[config.mk]
export PLATFORM = sky130hd
export DESIGN_NAME = pipe_ctrl_unit_flat
export DESIGN_NICKNAME = d
export VERILOG_FILES = /design/src/rtl/pipe_ctrl_unit_if.sv /design/src/rtl/pipe_ctrl_unit.sv /design/src/flat_wrapper.sv
export SDC_FILE = /design/constraint.sdc
export NUM_CORES = 1
export LEC_CHECK = 0
export CAP_MARGIN = 10
export CORE_ASPECT_RATIO = 0.7
export CORE_MARGIN = 2
export CORE_UTILIZATION = 53
export DETAILED_ROUTE_END_ITERATION = 7
export HOLD_SLACK_MARGIN = 0.05
export PLACE_DENSITY = 0.85
export RECOVER_POWER = 50
export SYNTH_ARGS = -nofsm -noshare
export SYNTH_HDL_FRONTEND = slang
export SYNTH_SLANG_ARGS = --single-unit
[constraint.sdc]
create_clock -name clk -period 4 [get_ports clk]
set_input_delay 1.2 -clock clk [delete_from_list [all_inputs] [get_ports clk]]
set_output_delay 1.2 -clock clk [all_outputs]
set_load 0.1 [all_outputs]
[src/rtl/pipe_ctrl_unit_if.sv]
// Bundles the instruction/hazard inputs and the staged control outputs of the pipelined control unit.
// The CPU datapath side drives through the master modport; the control unit uses the slave modport.
interface pipe_ctrl_unit_if #(
    parameter int OPW  = 4,
    parameter int REGW = 4,
    parameter int CNTW = 16
);
    logic [OPW-1:0]  OPCODE;
    logic            id_valid;
    logic [REGW-1:0] RS;
    logic [REGW-1:0] RT;
    logic [REGW-1:0] RD;
    logic            br_taken;
    logic            mem_stall;

    logic            stall_if;
    logic            flush_if;
    logic [2:0]      EX_ALUOP;
    logic [1:0]      EX_ALUSRC;
    logic [1:0]      EX_BrLogic;
    logic            EX_ImmSig;
    logic            EX_Asig;
    logic            MEM_MemRead;
    logic            MEM_MemWrite;
    logic            WB_RegWrite;
    logic [1:0]      WB_ThreeWay;
    logic [REGW-1:0] WB_RD;
    logic            illegal_op;
    logic [CNTW-1:0] stall_cnt;

    modport master (
        output OPCODE, id_valid, RS, RT, RD, br_taken, mem_stall,
        input  stall_if, flush_if, EX_ALUOP, EX_ALUSRC, EX_BrLogic, EX_ImmSig, EX_Asig,
               MEM_MemRead, MEM_MemWrite, WB_RegWrite, WB_ThreeWay, WB_RD, illegal_op, stall_cnt
    );

    modport slave (
        input  OPCODE, id_valid, RS, RT, RD, br_taken, mem_stall,
        output stall_if, flush_if, EX_ALUOP, EX_ALUSRC, EX_BrLogic, EX_ImmSig, EX_Asig,
               MEM_MemRead, MEM_MemWrite, WB_RegWrite, WB_ThreeWay, WB_RD, illegal_op, stall_cnt
    );
endinterface

[src/rtl/pipe_ctrl_unit.sv]
// Pipelined control unit for the 4-stage ID/EX/MEM/WB CPU: decode in ID, staged control bundles,
// load-use hazard stall, branch flush, memory-stall freeze and a saturating hazard-stall counter.
module pipe_ctrl_unit #(
    parameter int OPW  = 4,
    parameter int REGW = 4,
    parameter int CNTW = 16
) (
    input  logic           clk,
    input  logic           rst_n,
    pipe_ctrl_unit_if.slave bus
);

    typedef struct packed {
        logic [2:0] aluop;
        logic [1:0] alusrc;
        logic [1:0] brlogic;
        logic       regwrite;
        logic       immsig;
        logic       asig;
        logic       memread;
        logic       memwrite;
        logic [1:0] threeway;
    } ctrl_t;

    localparam ctrl_t NOP = ctrl_t'(14'b010_00_00_0_0_0_0_0_00);
    localparam logic [CNTW-1:0] CNT_ONE = {{(CNTW-1){1'b0}}, 1'b1};

    ctrl_t           w_dec;
    logic            w_illegal;
    logic            w_upper_set;
    logic            w_hz;
    logic            w_hz_stall;
    logic            w_load;

    ctrl_t           r_ex;
    logic            r_ex_valid;
    logic [REGW-1:0] r_ex_rd;
    logic            r_mem_regwrite;
    logic            r_mem_memread;
    logic            r_mem_memwrite;
    logic [1:0]      r_mem_threeway;
    logic [REGW-1:0] r_mem_rd;
    logic            r_wb_regwrite;
    logic [1:0]      r_wb_threeway;
    logic [REGW-1:0] r_wb_rd;
    logic            r_illegal;
    logic [CNTW-1:0] r_cnt;

    assign w_upper_set = |(bus.OPCODE >> 4);

    always_comb begin
        w_dec     = NOP;
        w_illegal = 1'b0;
        if (w_upper_set) begin
            w_illegal = 1'b1;
        end else begin
            case (bus.OPCODE[3:0])
                4'b1111: w_dec = ctrl_t'(14'b010_00_00_1_1_0_0_0_01);
                4'b1110: w_dec = ctrl_t'(14'b111_00_00_1_0_0_1_0_10);
                4'b0011: w_dec = ctrl_t'(14'b111_00_00_0_0_0_0_1_00);
                4'b0100: w_dec = ctrl_t'(14'b000_00_00_1_0_0_0_0_00);
                4'b0101: w_dec = ctrl_t'(14'b000_10_00_1_0_0_0_0_00);
                4'b0110: w_dec = ctrl_t'(14'b110_01_00_1_0_0_0_0_00);
                4'b0111: w_dec = ctrl_t'(14'b101_01_00_1_0_1_0_0_00);
                4'b1000: w_dec = ctrl_t'(14'b111_00_11_0_0_0_0_0_00);
                4'b1010: w_dec = ctrl_t'(14'b111_00_11_0_0_0_1_0_10);
                4'b1001: w_dec = ctrl_t'(14'b111_00_01_0_0_0_0_0_00);
                4'b1011: w_dec = ctrl_t'(14'b111_00_10_0_0_0_0_0_00);
                4'b0000: w_dec = NOP;
                default: w_illegal = 1'b1;
            endcase
        end
    end

    // Load-use: a valid load in EX writing a non-zero register that the ID instruction reads.
    assign w_hz = r_ex_valid & r_ex.memread & r_ex.regwrite & (r_ex_rd != '0) & bus.id_valid
                & ((r_ex_rd == bus.RS) | (r_ex_rd == bus.RT));

    assign w_hz_stall = w_hz & ~bus.br_taken & ~bus.mem_stall;
    assign w_load     = bus.id_valid & ~w_hz & ~bus.br_taken;

    assign bus.stall_if = bus.mem_stall | w_hz_stall;
    assign bus.flush_if = bus.br_taken & ~bus.mem_stall;

    always_ff @(posedge clk) begin
        if (!rst_n) begin
            r_ex           <= NOP;
            r_ex_valid     <= 1'b0;
            r_ex_rd        <= '0;
            r_mem_regwrite <= 1'b0;
            r_mem_memread  <= 1'b0;
            r_mem_memwrite <= 1'b0;
            r_mem_threeway <= 2'b00;
            r_mem_rd       <= '0;
            r_wb_regwrite  <= 1'b0;
            r_wb_threeway  <= 2'b00;
            r_wb_rd        <= '0;
            r_illegal      <= 1'b0;
            r_cnt          <= '0;
        end else if (bus.mem_stall) begin
            r_illegal <= 1'b0;
        end else begin
            r_ex           <= w_load ? w_dec : NOP;
            r_ex_valid     <= w_load;
            r_ex_rd        <= w_load ? bus.RD : '0;
            r_illegal      <= w_load & w_illegal;
            r_mem_regwrite <= r_ex.regwrite;
            r_mem_memread  <= r_ex.memread;
            r_mem_memwrite <= r_ex.memwrite;
            r_mem_threeway <= r_ex.threeway;
            r_mem_rd       <= r_ex_rd;
            r_wb_regwrite  <= r_mem_regwrite;
            r_wb_threeway  <= r_mem_threeway;
            r_wb_rd        <= r_mem_rd;
            if (w_hz_stall && (r_cnt != '1)) begin
                r_cnt <= r_cnt + CNT_ONE;
            end
        end
    end

    assign bus.EX_ALUOP     = r_ex.aluop;
    assign bus.EX_ALUSRC    = r_ex.alusrc;
    assign bus.EX_BrLogic   = r_ex.brlogic;
    assign bus.EX_ImmSig    = r_ex.immsig;
    assign bus.EX_Asig      = r_ex.asig;
    assign bus.MEM_MemRead  = r_mem_memread;
    assign bus.MEM_MemWrite = r_mem_memwrite;
    assign bus.WB_RegWrite  = r_wb_regwrite;
    assign bus.WB_ThreeWay  = r_wb_threeway;
    assign bus.WB_RD        = r_wb_rd;
    assign bus.illegal_op   = r_illegal;
    assign bus.stall_cnt    = r_cnt;

endmodule
[src/flat_wrapper.sv]
// flat-port wrapper written by rule: the top's interface ports become plain ports
module pipe_ctrl_unit_flat 
#(
    parameter int OPW  = 4,
    parameter int REGW = 4,
    parameter int CNTW = 16
)
  (clk, rst_n, bus_OPCODE, bus_id_valid, bus_RS, bus_RT, bus_RD, bus_br_taken, bus_mem_stall, bus_stall_if, bus_flush_if, bus_EX_ALUOP, bus_EX_ALUSRC, bus_EX_BrLogic, bus_EX_ImmSig, bus_EX_Asig, bus_MEM_MemRead, bus_MEM_MemWrite, bus_WB_RegWrite, bus_WB_ThreeWay, bus_WB_RD, bus_illegal_op, bus_stall_cnt);
  pipe_ctrl_unit_if #(.OPW(OPW), .REGW(REGW), .CNTW(CNTW)) bus_i ();
  input  logic clk;
  input  logic rst_n;
  input wire logic [$bits(bus_i.OPCODE)-1:0] bus_OPCODE;
  input wire logic [$bits(bus_i.id_valid)-1:0] bus_id_valid;
  input wire logic [$bits(bus_i.RS)-1:0] bus_RS;
  input wire logic [$bits(bus_i.RT)-1:0] bus_RT;
  input wire logic [$bits(bus_i.RD)-1:0] bus_RD;
  input wire logic [$bits(bus_i.br_taken)-1:0] bus_br_taken;
  input wire logic [$bits(bus_i.mem_stall)-1:0] bus_mem_stall;
  output wire logic [$bits(bus_i.stall_if)-1:0] bus_stall_if;
  output wire logic [$bits(bus_i.flush_if)-1:0] bus_flush_if;
  output wire logic [$bits(bus_i.EX_ALUOP)-1:0] bus_EX_ALUOP;
  output wire logic [$bits(bus_i.EX_ALUSRC)-1:0] bus_EX_ALUSRC;
  output wire logic [$bits(bus_i.EX_BrLogic)-1:0] bus_EX_BrLogic;
  output wire logic [$bits(bus_i.EX_ImmSig)-1:0] bus_EX_ImmSig;
  output wire logic [$bits(bus_i.EX_Asig)-1:0] bus_EX_Asig;
  output wire logic [$bits(bus_i.MEM_MemRead)-1:0] bus_MEM_MemRead;
  output wire logic [$bits(bus_i.MEM_MemWrite)-1:0] bus_MEM_MemWrite;
  output wire logic [$bits(bus_i.WB_RegWrite)-1:0] bus_WB_RegWrite;
  output wire logic [$bits(bus_i.WB_ThreeWay)-1:0] bus_WB_ThreeWay;
  output wire logic [$bits(bus_i.WB_RD)-1:0] bus_WB_RD;
  output wire logic [$bits(bus_i.illegal_op)-1:0] bus_illegal_op;
  output wire logic [$bits(bus_i.stall_cnt)-1:0] bus_stall_cnt;
  assign bus_i.OPCODE = bus_OPCODE;
  assign bus_i.id_valid = bus_id_valid;
  assign bus_i.RS = bus_RS;
  assign bus_i.RT = bus_RT;
  assign bus_i.RD = bus_RD;
  assign bus_i.br_taken = bus_br_taken;
  assign bus_i.mem_stall = bus_mem_stall;
  assign bus_stall_if = bus_i.stall_if;
  assign bus_flush_if = bus_i.flush_if;
  assign bus_EX_ALUOP = bus_i.EX_ALUOP;
  assign bus_EX_ALUSRC = bus_i.EX_ALUSRC;
  assign bus_EX_BrLogic = bus_i.EX_BrLogic;
  assign bus_EX_ImmSig = bus_i.EX_ImmSig;
  assign bus_EX_Asig = bus_i.EX_Asig;
  assign bus_MEM_MemRead = bus_i.MEM_MemRead;
  assign bus_MEM_MemWrite = bus_i.MEM_MemWrite;
  assign bus_WB_RegWrite = bus_i.WB_RegWrite;
  assign bus_WB_ThreeWay = bus_i.WB_ThreeWay;
  assign bus_WB_RD = bus_i.WB_RD;
  assign bus_illegal_op = bus_i.illegal_op;
  assign bus_stall_cnt = bus_i.stall_cnt;
  pipe_ctrl_unit #(.OPW(OPW), .REGW(REGW), .CNTW(CNTW)) u_core (.clk(clk), .rst_n(rst_n), .bus(bus_i));
endmodule
# After elaboration in Yosys (flattened, before gate mapping)
# Cells that the tools add are included.
[word_totals]
latchBits = 0
output_inout_bits = 37
rom_bits = 0
memories = 0
register_bits = 52
inputBits = 21
ram_bits = 0
word_cells = 63
[op_classes]
n_addsub = 1
div = 0
eq_ne = 14
order_cmp = 0
shifts = 0
n_mul = 0
muxes = 4
n_reduce_logical = 6
bitwise_logic = 17
[op_table]
columns = ["op", "count"]
rows = [
  ["14-bit case mux with 11 select lines", 1],
  ["4-bit == test, second input constant", 6],
  ["16-bit by 1-bit adder with 16-bit output, second input constant", 1],
  ["4-bit by 3-bit == test with 1-bit output, second input constant", 4],
  ["16-bit != test, second input constant", 1],
  ["14-bit two-way mux", 1],
  ["12-bit OR reduction", 1],
  ["1-bit AND", 11],
  ["4-bit == test", 2],
  ["4-bit by 2-bit == test with 1-bit output, second input constant", 1],
  ["4-bit zero test", 1],
  ["4-bit two-way mux", 1],
  ["1-bit NOT", 4],
  ["4-bit nonzero test", 1],
  ["1-bit bitwise OR", 2],
  ["2-bit AND reduction", 1],
  ["2-bit OR reduction", 1],
  ["1-bit logical AND", 1],
  ["1-bit two-way mux", 1],
]

# Longest topological paths before layout
[depth]
ltp_word = 9
mapped_depth = 8
depth_no_buf = 6

# Least setup slack after synthesis
# No wires, ideal clock.
[synth_timing]
kind = "input-to-output"
start = "input bus_RS[1]"
end = "output bus_stall_if"
arrival_time_ns = 3.494
slack_ns = -0.694
n_path_buf = 2
t_required_ns = 2.800
path_stages = 6
cell_sequence = "xor2_1 > nor4_2 > o21ai_1 > buf_6 > buf_2 > o21bai_1"
[synth_via]
elab_chain_len = 6
[synth_lines]
columns = ["element", "line", "rtl"]
rows = [
  ["from (decl)", "flat_wrapper.sv:14", "input wire logic [$bits(bus_i.RS)-1:0] bus_RS;"],
  ["4-bit == test", "pipe_ctrl_unit.sv:77", "& ((r_ex_rd == bus.RS) | (r_ex_rd == bus.RT));"],
  ["1-bit bitwise OR", "pipe_ctrl_unit.sv:77", ""],
  ["1-bit AND", "pipe_ctrl_unit.sv:77", ""],
  ["1-bit AND (2 in a row)", "pipe_ctrl_unit.sv:79", "assign w_hz_stall = w_hz & ~bus.br_taken & ~bus.mem_stall;"],
  ["1-bit bitwise OR", "pipe_ctrl_unit.sv:82", "assign bus.stall_if = bus.mem_stall | w_hz_stall;"],
  ["to (decl)", "flat_wrapper.sv:19", "output wire logic [$bits(bus_i.stall_if)-1:0] bus_stall_if;"],
]
# Every way passes these cells.

# Final worst setup path
# Same ends and word-level chain as after synthesis.

==> metrics.txt <==
worst path arrival time 2650 ps; vias in the first global route 1747; Reg clk slew, reported paths 90 ps; global-route usage over all layers 20.7%; clk root buf clkbuf_8; Slew Viols, Final 0; NumNets Final 335; Max VDD drop 0.157 mV; Slew HR 17.5%; WP depth 6; Multi-input gate area 1220 um2; PwrDens 304 nW/um2; share of layout cells above drive strength 1 5.83%; FF-to-FF setup slack 1590 ps; Final Cycle Share 96.3%; initial antenna violation count 0; Port Buf Inserts 57; MaxCap Viol Count 0; Critical Path Start Type input pin; cts bufs inserted 5; final worst slack 148 ps; Vias per Instance 5.55; Fmax 260 MHz; WL per Instance 14.0 um; cells on worst reg2reg path 6; CP Max Fanout 2; Final Hold Fails 0; full die area 4960 um2; Die W 83.3 um; yosys warns 0; via count 2019; core area 4280 um2; I/O pin total 58; CP Cell Sequence clkdlybuf4s50_1 > xor2_1 > nor4_2 > o21ai_2 > o21bai_2 > buf_12; post-synthesis cell count 261; Crit. Startpoint bus_RS[1]; Slowest cell on crit path clkdlybuf4s50_1; post_cts resized 0; first-pass GRT wire length 8.23 mm; CTS Hold Bufs 0; Synth Register Bits 49; DRC viols 0; Clock Skew 12.2 ps; CTS sink cnt 49; Die H 59.5 um; Skew-Pair Late Insertion Delay 300 ps; RSZ-0062 raised after global routing no; Reg area 981 um2; Mapped Nets 288; FILL cells 345; ys async rst share 0%; Starting Density 54.6%; Place WS 132 ps; final setup vio count 0; area grow syn2layout 26.8%; TritonCTS clock tree built; Initial DRC Count 141; Post-synth EDFFs 0; setup repair bufs after CTS 0; min cycle time layout 3850 ps; WHS Path Cells 2; status finished, final reports clean; worst slew pin tran 1240 ps; pin count of the biggest net entering global routing 31; reg-to-reg critical path endpoint u_core.bus.stall_cnt[2]; leakage 1.09 nW; clk buf depth 2; antenna viol nets, final 0; post-synthesis sequential area ratio 42.0%; post-DP HPWL 3.68 mm; Placer Congestion 0.875; Critical Path Sink bus_stall_if; CTS H-tree lvls 2; Synth Flop Type dfxtp_1; Mapped Area 2330 um2; Total Wirelength 5.09 mm; Crit Path Class input pin to output pin; Cell variety after synth 44; Buf/Inv on CP 2; Initial DRT Pass Iterations 4; Mean Syn Cell Area 8.95 um2; Crit path max-delay family buffers and inverters; total gr overflow 0; final core occ 69.2%; CP peak stage delay 410 ps; Rows 20; worst min path class flop to flop; Reg-to-Reg Start u_core.bus.stall_cnt[0]; CP required 2800 ps; diode count 0; element type at the critical path end output pin
==> cell usage after synthesis (2+ instances only) <==
master    count  area (um2)
and2_1        4        25.0
nor4_1        2        12.5
nand2b_1      5        31.3
nor2b_1       5        31.3
a32o_1        2        20.0
nor2_1       21        78.8
clkbuf_1      5        18.8
a21o_1        2        15.0
o311ai_1      2        17.5
dfxtp_1      49         981
o21ai_0      15        75.1
o41ai_1       2        17.5
a22o_1        4        35.0
nor4_2        2        25.0
buf_1         2        7.51
a21oi_1      13        65.1
or4_1         9        67.6
inv_1         5        18.8
nor3_1        4        20.0
buf_2         5        25.0
nand4_1       5        31.3
clkinv_1      2        7.51
ha_1          6        75.1
nand2_1      26        97.6
buf_4         7        52.6
xor2_1        8        70.1
o31ai_1       9        67.6
mux2i_1      18         180
nand3_1       7        35.0
==> flip-flops by register name, summed over array words and instances (netlist names) <==
signal                   count
u_core.bus.EX_BrLogic        2
u_core.bus.WB_ThreeWay       2
u_core.r_mem_threeway        2
u_core.r_ex_valid            1
u_core.r_mem_regwrite        1
u_core.r_ex                  4
u_core.bus.stall_cnt        16
u_core.bus.EX_Asig           1
u_core.r_ex_rd               4
u_core.bus.WB_RD             4
u_core.bus.WB_RegWrite       1
u_core.bus.illegal_op        1
u_core.bus.EX_ALUSRC         2
u_core.r_mem_rd              4
u_core.bus.MEM_MemWrite      1
u_core.bus.EX_ALUOP          3
==> cell families (layout without fill, tap and decap cells) <==
group / count (synthesis) / count (layout) / share of synthesized area (%)
buf+inv: 27 / 75 / 6.06
flops: 49 / 49 / 42.0
fa+ha+maj: 6 / 6 / 3.22
compound gates: 57 / 57 / 16.1
mux: 18 / 18 / 7.72
xor+xnor: 8 / 8 / 3.00
simple gates: 96 / 96 / 21.9
==> final cells by class <==
class,instances,area share [%]
multi-input combinational,185,41.2
sequential,49,33.1
timing repair buffer,60,19.2
clock buffer,6,2.79
tap,55,2.32
inverter,7,0.887
clock inverter,2,0.465
==> tightest hold or removal path: cells and delay by family (launching register included) <==
kind / cells / cell delay [ps]
AO/OA/AOI/OAI: 1 / 60
flip-flops: 1 / 330
AND/OR/NAND/NOR: 1 / 40
==> layout by cell type (no fill, tap or decap), types with 2 or more instances in the layout <==
cell	netlist	final
dfxtp_1	49	49
inv_1	5	5
clkdlybuf4s50_1	0	47
buf_12	0	2
a21o_1	2	2
nor2b_1	5	4
o31ai_1	9	9
clkbuf_8	0	6
nor2_1	21	21
a22o_1	4	4
o21ai_0	15	15
nor4_2	2	2
ha_1	6	6
clkbuf_1	5	8
dlygate4sd3_1	0	2
clkinv_1	2	2
nand4_1	5	5
nand2_1	26	26
a21oi_1	13	13
o311ai_0	0	2
nor4_1	2	2
xor2_1	8	8
a32o_1	2	2
mux2i_1	18	18
o41ai_1	2	2
and2_1	4	3
nand2b_1	5	5
nand3_1	7	7
or4_1	9	9
nor3_1	4	4
==> worst min path at each step <==
stage                                       start                      end  slack [ps]
after floorplan            u_core.bus.EX_ALUOP[0]   u_core.bus.EX_ALUOP[0]         430
after global placement         u_core.bus.EX_Asig       u_core.bus.EX_Asig         440
after detailed placement       u_core.bus.EX_Asig       u_core.bus.EX_Asig         450
after CTS                 u_core.bus.EX_ALUSRC[0]  u_core.bus.EX_ALUSRC[0]         470
after global routing      u_core.bus.EX_ALUSRC[1]  u_core.bus.EX_ALUSRC[1]         490
final                     u_core.bus.EX_ALUSRC[0]  u_core.bus.EX_ALUSRC[0]         460
==> report_power, final <==
group / switching, W / internal, W / total, W
sequential: 0.00000316 / 0.000491 / 0.000494
clock: 0.000163 / 0.000140 / 0.000303
combinational: 0.0000600 / 0.0000418 / 0.000102
total: 0.000226 / 0.000673 / 0.000899
==> through the flow <==
| step | setup TNS, ps | hold WS [ps] | instances | total power [W] | instance area, um2 |
|---|---|---|---|---|---|
| 3_3_place_gp | 0 | 443 | 356 | 0.000606 | 2900 |
| 5_1_grt | 0 | 488 | 364 | 0.000930 | 2960 |
| 6_report | 0 | 461 | 364 | 0.000899 | 2960 |
| 4_1_cts | 0 | 467 | 364 | 0.000906 | 2990 |
| 3_5_place_dp | 0 | 446 | 356 | 0.000608 | 2900 |
| 2_1_floorplan | -98.5 | 426 | 261 | 0.000568 | 2340 |
==> layer usage <==
metal	up-vias	wire, um	track usage [%]
met5	-	0	0
met4	0	70	6.56
met3	8	263	5.01
met2	50	2240	31.3
met1	926	2520	29.4
li1	1035	-	-
Power figures use the tool's default switching activity.
